===== src/rtl/obstacle_spawner.sv =====
`timescale 1ns/1ps
// Obstacle slots, spawn spacing, scrolling and BCD score. State advances on i_tick and holds while i_over.
// Outputs are registered one clk after the tick edge; no backpressure. OBST_HISCORE_EN adds a best-score register.
module obstacle_spawner #(
   parameter int          SLOTS        = 3,
   parameter int          COL_W        = 10,
   parameter int          SPAWN_COL    = 700,
   parameter int          NOTHING_EQUI = 53,
   parameter int          PX_PER_POINT = 21,
   parameter int          SCORE_DIGITS = 4,
   parameter logic [15:0] SEED         = 16'hACE1
) (
   input  logic                          i_clk,
   input  logic                          i_rst,
   input  logic                          i_tick,
   input  logic                          i_over,
   input  logic [2:0]                    i_speed,
   input  logic [COL_W-1:0]              i_min_empty,
   output logic [SLOTS*(5+COL_W)-1:0]    o_obstacles,
   output logic                          o_spawn,
   output logic [3:0]                    o_active_cnt,
   output logic [4*SCORE_DIGITS-1:0]     o_score,
   output logic [4*SCORE_DIGITS-1:0]     o_hiscore
);

   localparam int                    SW          = 5 + COL_W;
   localparam int                    IDX_W       = (SLOTS > 1) ? $clog2(SLOTS) : 1;
   localparam int                    PX_W        = $clog2(PX_PER_POINT + 8);
   localparam logic [COL_W-1:0]      L_SPAWN_COL = COL_W'(SPAWN_COL);
   localparam logic [COL_W-1:0]      L_NEQ       = COL_W'(NOTHING_EQUI);
   localparam logic [PX_W-1:0]       L_PPP       = PX_W'(PX_PER_POINT);
   localparam logic [4*SCORE_DIGITS-1:0] L_SCORE_MAX = {SCORE_DIGITS{4'h9}};

   logic [15:0]             r_lfsr;
   logic                    r_en   [SLOTS];
   logic [3:0]              r_type [SLOTS];
   logic [COL_W-1:0]        r_col  [SLOTS];
   logic [COL_W-1:0]        r_empty;
   logic [PX_W-1:0]         r_px;
   logic [4*SCORE_DIGITS-1:0] r_score;
   logic                    r_spawn;
   logic [3:0]              r_active;

   logic                    w_adv;
   logic [2:0]              w_spd;
   logic [COL_W-1:0]        w_s_col;
   logic [3:0]              w_type;
   logic                    w_full;
   logic [IDX_W-1:0]        w_free_idx;
   logic                    w_load;
   logic [COL_W:0]          w_empty_sum;
   logic [COL_W-1:0]        w_empty_n;
   logic [PX_W-1:0]         w_px_sum;
   logic [4*SCORE_DIGITS-1:0] w_score_inc;
   logic                    w_en_n   [SLOTS];
   logic [3:0]              w_type_n [SLOTS];
   logic [COL_W-1:0]        w_col_n  [SLOTS];
   logic [3:0]              w_cnt_n;

   assign w_adv   = i_tick && !i_over;
   assign w_spd   = (i_speed == 3'd0) ? 3'd1 : i_speed;
   assign w_s_col = COL_W'(w_spd);

   // Upper nibble of the draw byte selects the obstacle; 0..5 and 15 are Nothing.
   always_comb begin
      w_type = 4'd0;
      case (r_lfsr[7:4])
         4'd6:  w_type = 4'd1;
         4'd7:  w_type = 4'd2;
         4'd8:  w_type = 4'd3;
         4'd9:  w_type = 4'd5;
         4'd10: w_type = 4'd6;
         4'd11: w_type = 4'd7;
         4'd12: w_type = 4'd9;
         4'd13: w_type = 4'd10;
         4'd14: w_type = 4'd11;
         default: w_type = 4'd0;
      endcase
   end

   always_comb begin
      w_full     = 1'b1;
      w_free_idx = '0;
      for (int i = SLOTS - 1; i >= 0; i--) begin
         if (!r_en[i]) begin
            w_full     = 1'b0;
            w_free_idx = IDX_W'(i);
         end
      end
   end

   assign w_load = w_adv && !w_full && !(r_empty < i_min_empty) && (w_type != 4'd0);

   always_comb begin
      w_empty_sum = {1'b0, r_empty} + {1'b0, w_s_col};
      if (w_full)
         w_empty_n = '0;
      else if (r_empty < i_min_empty)
         w_empty_n = w_empty_sum[COL_W] ? '1 : w_empty_sum[COL_W-1:0];
      else if (w_type != 4'd0)
         w_empty_n = '0;
      else if (r_empty > L_NEQ)
         w_empty_n = r_empty - L_NEQ;
      else
         w_empty_n = '0;
   end

   // A slot that scrolls off this tick was enabled pre-tick, so it is never the load target.
   always_comb begin
      w_cnt_n = 4'd0;
      for (int i = 0; i < SLOTS; i++) begin
         w_en_n[i]   = 1'b0;
         w_type_n[i] = 4'd0;
         w_col_n[i]  = '0;
         if (w_load && (w_free_idx == IDX_W'(i))) begin
            w_en_n[i]   = 1'b1;
            w_type_n[i] = w_type;
            w_col_n[i]  = L_SPAWN_COL;
         end else if (r_en[i] && !(r_col[i] < w_s_col)) begin
            w_en_n[i]   = 1'b1;
            w_type_n[i] = r_type[i];
            w_col_n[i]  = r_col[i] - w_s_col;
         end
         w_cnt_n = w_cnt_n + {3'b000, w_en_n[i]};
      end
   end

   always_comb begin
      logic c;
      w_px_sum    = r_px + PX_W'(w_spd);
      w_score_inc = r_score;
      c           = 1'b1;
      for (int d = 0; d < SCORE_DIGITS; d++) begin
         if (c) begin
            if (r_score[d*4 +: 4] == 4'd9) begin
               w_score_inc[d*4 +: 4] = 4'd0;
            end else begin
               w_score_inc[d*4 +: 4] = r_score[d*4 +: 4] + 4'd1;
               c = 1'b0;
            end
         end
      end
   end

   always_ff @(posedge i_clk or posedge i_rst) begin
      if (i_rst) begin
         r_lfsr   <= SEED;
         r_empty  <= '0;
         r_px     <= '0;
         r_score  <= '0;
         r_spawn  <= 1'b0;
         r_active <= 4'd0;
         for (int i = 0; i < SLOTS; i++) begin
            r_en[i]   <= 1'b0;
            r_type[i] <= 4'd0;
            r_col[i]  <= '0;
         end
      end else begin
         r_lfsr  <= {r_lfsr[14:0], r_lfsr[15] ^ r_lfsr[13] ^ r_lfsr[12] ^ r_lfsr[10]};
         r_spawn <= w_load;
         if (w_adv) begin
            for (int i = 0; i < SLOTS; i++) begin
               r_en[i]   <= w_en_n[i];
               r_type[i] <= w_type_n[i];
               r_col[i]  <= w_col_n[i];
            end
            r_active <= w_cnt_n;
            r_empty  <= w_empty_n;
            if (w_px_sum >= L_PPP) begin
               r_px <= w_px_sum - L_PPP;
               if (r_score != L_SCORE_MAX)
                  r_score <= w_score_inc;
            end else begin
               r_px <= w_px_sum;
            end
         end
      end
   end

   for (genvar g = 0; g < SLOTS; g++) begin : g_pack
      assign o_obstacles[g*SW +: SW] = {r_en[g], r_type[g], r_col[g]};
   end

   assign o_spawn      = r_spawn;
   assign o_active_cnt = r_active;
   assign o_score      = r_score;

`ifdef OBST_HISCORE_EN
   logic [4*SCORE_DIGITS-1:0] r_hiscore;
   logic                      r_over_d;

   always_ff @(posedge i_clk or posedge i_rst) begin
      if (i_rst) begin
         r_hiscore <= '0;
         r_over_d  <= 1'b0;
      end else begin
         r_over_d <= i_over;
         if (i_over && !r_over_d && (r_score > r_hiscore))
            r_hiscore <= r_score;
      end
   end

   assign o_hiscore = r_hiscore;
`else
   assign o_hiscore = '0;
`endif

endmodule


===== config.mk =====
export PLATFORM = sky130hd
export DESIGN_NAME = obstacle_spawner
export DESIGN_NICKNAME = d
export VERILOG_FILES = /design/src/rtl/obstacle_spawner.sv
export SDC_FILE = /design/constraint.sdc
export NUM_CORES = 1
export LEC_CHECK = 0
export CORE_ASPECT_RATIO = 0.7
export CORE_MARGIN = 2
export CORE_UTILIZATION = 69
export CTS_BUF_LIST = sky130_fd_sc_hd__clkbuf_16
export DETAILED_ROUTE_END_ITERATION = 7
export DONT_BUFFER_PORTS = 1
export PLACE_DENSITY_LB_ADDON = 0.1
export SYNTH_ARGS = -nofsm -noshare
export SYNTH_HDL_FRONTEND = slang
export SYNTH_SLANG_ARGS = --single-unit

===== constraint.sdc =====
create_clock -name i_clk -period 5.4 [get_ports i_clk]
set_input_delay 0.81 -clock i_clk [delete_from_list [all_inputs] [get_ports i_clk]]
set_output_delay 0.81 -clock i_clk [all_outputs]
set_load 0.01 [all_outputs]

[Word-level counts from Yosys, hierarchy flattened]
Memories as Yosys holds them, arrays and structs flattened.
Cells that the tools add are included.
Word-level totals
  bits of input ports: 17
  word-level logic and storage cells: 117
  memories: 1
  ROM bits: 64
  output and inout port bits: 82
  bits in registers: 97
Operators by class
  order comparisons: 6
  equality and inequality tests: 10
  bitwise logic cells: 3
  muxes and demuxes: 40
  reduce and logical (&&, ||, !) cells: 26
  $add $sub $neg: 13
Memories
  (name not given): words 16, bits a word 4, read ports 1, clocked after memory_dff 0, wr ports 0, RTL line 67  | case (r_lfsr[7:4])
Operators with widths (count)
  $mux 10: 11
  $mux 4: 10
  $lt 10x3->1: 3
  $sub 10x3->10: 3
  $add 4x1->4 const B: 4
  $eq 4x4->1 const B: 4
  $ne 16x16->1 const B: 1
  $mux 1: 14
  $reduce_and 4->1: 3
  $add 10x3->11: 1
  $gt 10x6->1 const B: 1
  $logic_and 1x1->1: 10
  $lt 10x10->1: 1
  $sub 10x6->10 const B: 1
  $logic_not 1->1: 6
  $mux 2: 3
  $ne 2x2->1 const B: 3
  $reduce_and 2->1: 3
  $add 5x3->5: 1
  $ge 5x5->1 const B: 1
  $mux 5: 1
  $sub 5x5->5 const B: 1
  $reduce_bool 4->1: 1
  $add 2x1->3: 1
  other kinds (8): 10

[Longest topological paths before layout]
  depth after elaboration: 11
  mapped depth: 12
  gate-level depth less buffers: 11

[Worst setup path before layout]
Ideal clock, no wire load.
  kind: input-to-reg
  start: in i_speed[0]
  end: reg r_score[13] (netlist: o_score[13])
  required time: 5275 ps
  data arrival time: 3720 ps
  buffers on the path: 1
  setup time: 125 ps
  cell stages on the path: 12
  path slack: 1555 ps
  path through: o21bai_1 -> ha_1 -> fa_1 -> inv_1 -> ha_1 -> or3_1 -> a221o_1 -> o32ai_4 -> nor4b_1 -> buf_2 -> nand2_2 -> mux2_4
On the way
  cells in the longest elaborated chain, start to end: 5
Ends and longest elaborated chain
  start, declared: RTL line 17  | input logic [2:0] i_speed,
  $logic_not 3->1: RTL line 61  | assign w_spd = (i_speed == 3'd0) ? 3'd1 : i_speed;
  $mux 3 (*): RTL line 61
  $add 5x3->5 (*): RTL line 130  | w_px_sum = r_px + PX_W'(w_spd);
  $ge 5x5->1 (*): RTL line 169  | if (w_px_sum >= L_PPP) begin
  $reduce_and 4->1 (no line) (*)
  end signal, assigned: RTL line 172  | r_score <= w_score_inc;
  end, declared: RTL line 40  | logic [4*SCORE_DIGITS-1:0] r_score;
Mark *: on every way between the ends. The rest lies on a longest branch, timed or not.
A chain may end at the register's enable or synchronous reset.

[Final worst setup path]
  start: in i_speed[0]
  end: reg r_score[11] (netlist: o_score[11])
Same word-level chain as after synthesis.

==> flow_summary.json <==
{
  "synth_commonest_cells": "dfrtp_1 (87), o21ai_0 (73), nand2_1 (69)",
  "crit_arrival_ns": 4.01,
  "cts_tree": "yes",
  "synth-warning-count": 0,
  "viasPerCell": 6.530,
  "portBuffers": 0,
  "crit_path_max_fanout": 11,
  "clockRootBuffer": "clkbuf_16",
  "clock_latency_ns": 0.35,
  "drt_iter0_drc": 554,
  "hp-class": "input pin to async pin",
  "cts_resized": 0,
  "synthFlopType": "dfrtp_1",
  "antenna_found_initial": 0,
  "fillers": 591,
  "crit_path_end_kind": "flip-flop",
  "avgSynthCellArea_um2": 9.302,
  "grt_pass1_vias": 4465,
  "grt_usage_pct": 31.82,
  "crit_chain": "o21bai_1 > ha_1 > fa_1 > inv_1 > ha_1 > or3_1 > a221o_1 > o32ai_4 > nor4b_2 > a31o_1 > a22o_1",
  "tns_ns": 0,
  "synth-edff-count": 0,
  "synthCells": 626,
  "crit_family": "compound AO/OA/AOI/OAI gates",
  "clock-skew-final_ns": 0.008758,
  "firstDrtPassIters": 5,
  "cts_buffer_depth": 2,
  "die-area_um2": 9202,
  "clkPwrFrac_pct": 27.5,
  "min_period_over_period_pct": 69.78,
  "yosysUniqueCellTypes": 74,
  "final_area_um2": 6135,
  "synthArstFlopShare_pct": 100.0,
  "setup-violations-final": 0,
  "cpMostUsedCell": "ha_1",
  "start_util_pct": 72.42,
  "crit_buf_inv": 1,
  "grt_max_degree": 77,
  "multi_input_area_um2": 3133,
  "synth_top_area_share_pct": 37.39,
  "clk_pin_slew_ns": 0.07,
  "yosys.area.top_type": "dfrtp_1",
  "finalHoldViolCount": 0,
  "rows": 27,
  "die_y_um": 80.86,
  "crit_slowest_cell": "fa_1",
  "power.internal_uw": 1417,
  "yosysMostFrequentCell": "dfrtp_1",
  "routed_wl_um": 13670,
  "route.detailed.drc": 0,
  "seqPwrFrac_pct": 39.4,
  "rsz0062_at_grt": "false",
  "synth_seq_cells": 95,
  "layout-drive-gt1-share_pct": 7.246,
  "netlist_area_um2": 5823,
  "worstMarginPinSlew_ns": 0.9840,
  "crit_path_start_kind": "input pin",
  "p_per_area_nw_per_um2": 372.1,
  "netSwitchingFraction_pct": 37.92,
  "ant_nets": 0,
  "fin_crit_ns": 3.768,
  "place.detailed.hpwl_um": 9888,
  "die_width_um": 113.8,
  "holdWs_ns": 0.2641,
  "required_ns": 5.64,
  "vias": 4715,
  "hold_buffers": 0,
  "switchingPower_uw": 865.5,
  "synth_area_leaders": "dfrtp_1 (37%), ha_1 (7.3%), o21ai_0 (6.3%)",
  "ir_worst_vdd_mv": 0.2573,
  "grt_first_pass_wirelength_um": 22750,
  "cts.sinks": 95,
  "drt-wirelength-per-cell_um": 18.93,
  "final_nets": 673,
  "fmax_mhz": 265.4,
  "cap_violations": 0,
  "placed_cell_area_um2": 5837,
  "combPwrFrac_pct": 33.1,
  "regArea_um2": 2387,
  "io-pin-count": 99,
  "slew_violations": 0,
  "critPathMaxStageDelay_ns": 0.52,
  "diodes": 0,
  "postCtsSetupRepairBufs": 0,
  "path_class": "input pin to flip-flop",
  "status": "finished clean",
  "slew_headroom_pct": 34.23,
  "power.leakage_uw": 0.002803,
  "synth-seq-area-share_pct": 41.00,
  "area.growth.synth_to_final_pct": 5.350,
  "cts.htree.levels": 3,
  "numCtsBuffers": 9,
  "core_um2": 8040,
  "place_congestion": 0.9933,
  "grt_overflow_total": 0
}
-- area by class of cell --
class / instances / area share (%)
multi-input combinational: 466 / 51.07
sequential: 95 / 38.91
clock buffer: 9 / 3.671
inverter: 38 / 2.366
tap: 101 / 2.060
clock inverter: 7 / 1.183
timing repair buffer: 6 / 0.7342
-- stage by stage --
stage / power (µW) / worst slack, ns / utilization, % / std cells
finish: 2282 / 1.632 / 76.30 / 722
floorplan: 1486 / 1.555 / - / 643
detailed placement: 1651 / 1.261 / 72.60 / 706
global route: 2431 / 1.371 / 76.30 / 722
CTS: 2278 / 1.622 / 76.30 / 722
global placement: 1631 / 1.352 / 72.60 / 706
-- logic make-up (layout without fill, tap and decap cells) --
logic type,after synthesis,count (layout),share of synthesized area (%)
AND/OR/NAND/NOR,189,189,16.67
XOR/XNOR,25,25,3.889
AO/OA/AOI/OAI,188,188,21.36
multiplexers,6,6,1.160
adder cells (fa/ha/maj),40,40,9.368
other,1,18,0.06440
flip-flops,95,95,41.00
buffers and inverters,82,60,6.489
-- cells in the final DEF, fill, tap and decap left out, drive strengths merged, types with 4 or more instances in the layout --
cell	count
dfrtp	87
o21ai	76
nand2	70
inv	42
ha	34
nor2	22
xnor2	20
a21oi	18
conb	18
nor3	15
nor2b	14
o21a	13
a22o	13
nand3	11
o31ai	9
and2	9
clkbuf	9
and3	8
a21o	8
dfstp	8
nor4	7
nand2b	7
o211ai	6
fa	6
buf	6
nor3b	6
or3	5
o22ai	5
xor2	5
a21boi	5
nand4	4
a31oi	4
-- registers in the layout, indices dropped and copies added (netlist names) --
register,count
o_obstacles,45
r_lfsr,16
o_spawn,1
o_active_cnt,2
r_empty,10
o_score,16
r_px,5
-- power groups by stage --
stage | combinational (µW) | clock [µW] | sequential [µW]
floorplan | 634 | 0 | 852
global placement | 726 | 0 | 904
detailed placement | 742 | 0 | 909
CTS | 748 | 635 | 895
global route | 860 | 661 | 910
finish | 756 | 627 | 899
-- metal layers --
layer	wire length [µm]	global-route usage, %	part of all wire [%]	vias to the layer above
met3	1378	10.67	10	22
met1	5946	43.92	44	2294
met4	178	7.683	1.3	0
met5	0	0	0	-
li1	-	-	-	2175
met2	6164	49.28	45	224
-- worst paths after layout --
| check | end | start | cells after the start | slack (ns) |
|---|---|---|---|---|
| min in group i_clk | r_lfsr[10] | r_lfsr[9] | 0 | 0.36 |
| min | o_score[13] | i_rst | 1 | 0.26 |
| max in group asynchronous | o_obstacles[30] | i_rst | 2 | 3.95 |
| max | o_score[11] | i_speed[0] | 11 | 1.63 |
| max reg2reg | o_score[11] | r_px[0] | 10 | 2.00 |
| min reg2reg | r_lfsr[10] | r_lfsr[9] | 0 | 0.36 |
Power figures use the tool's default switching activity.
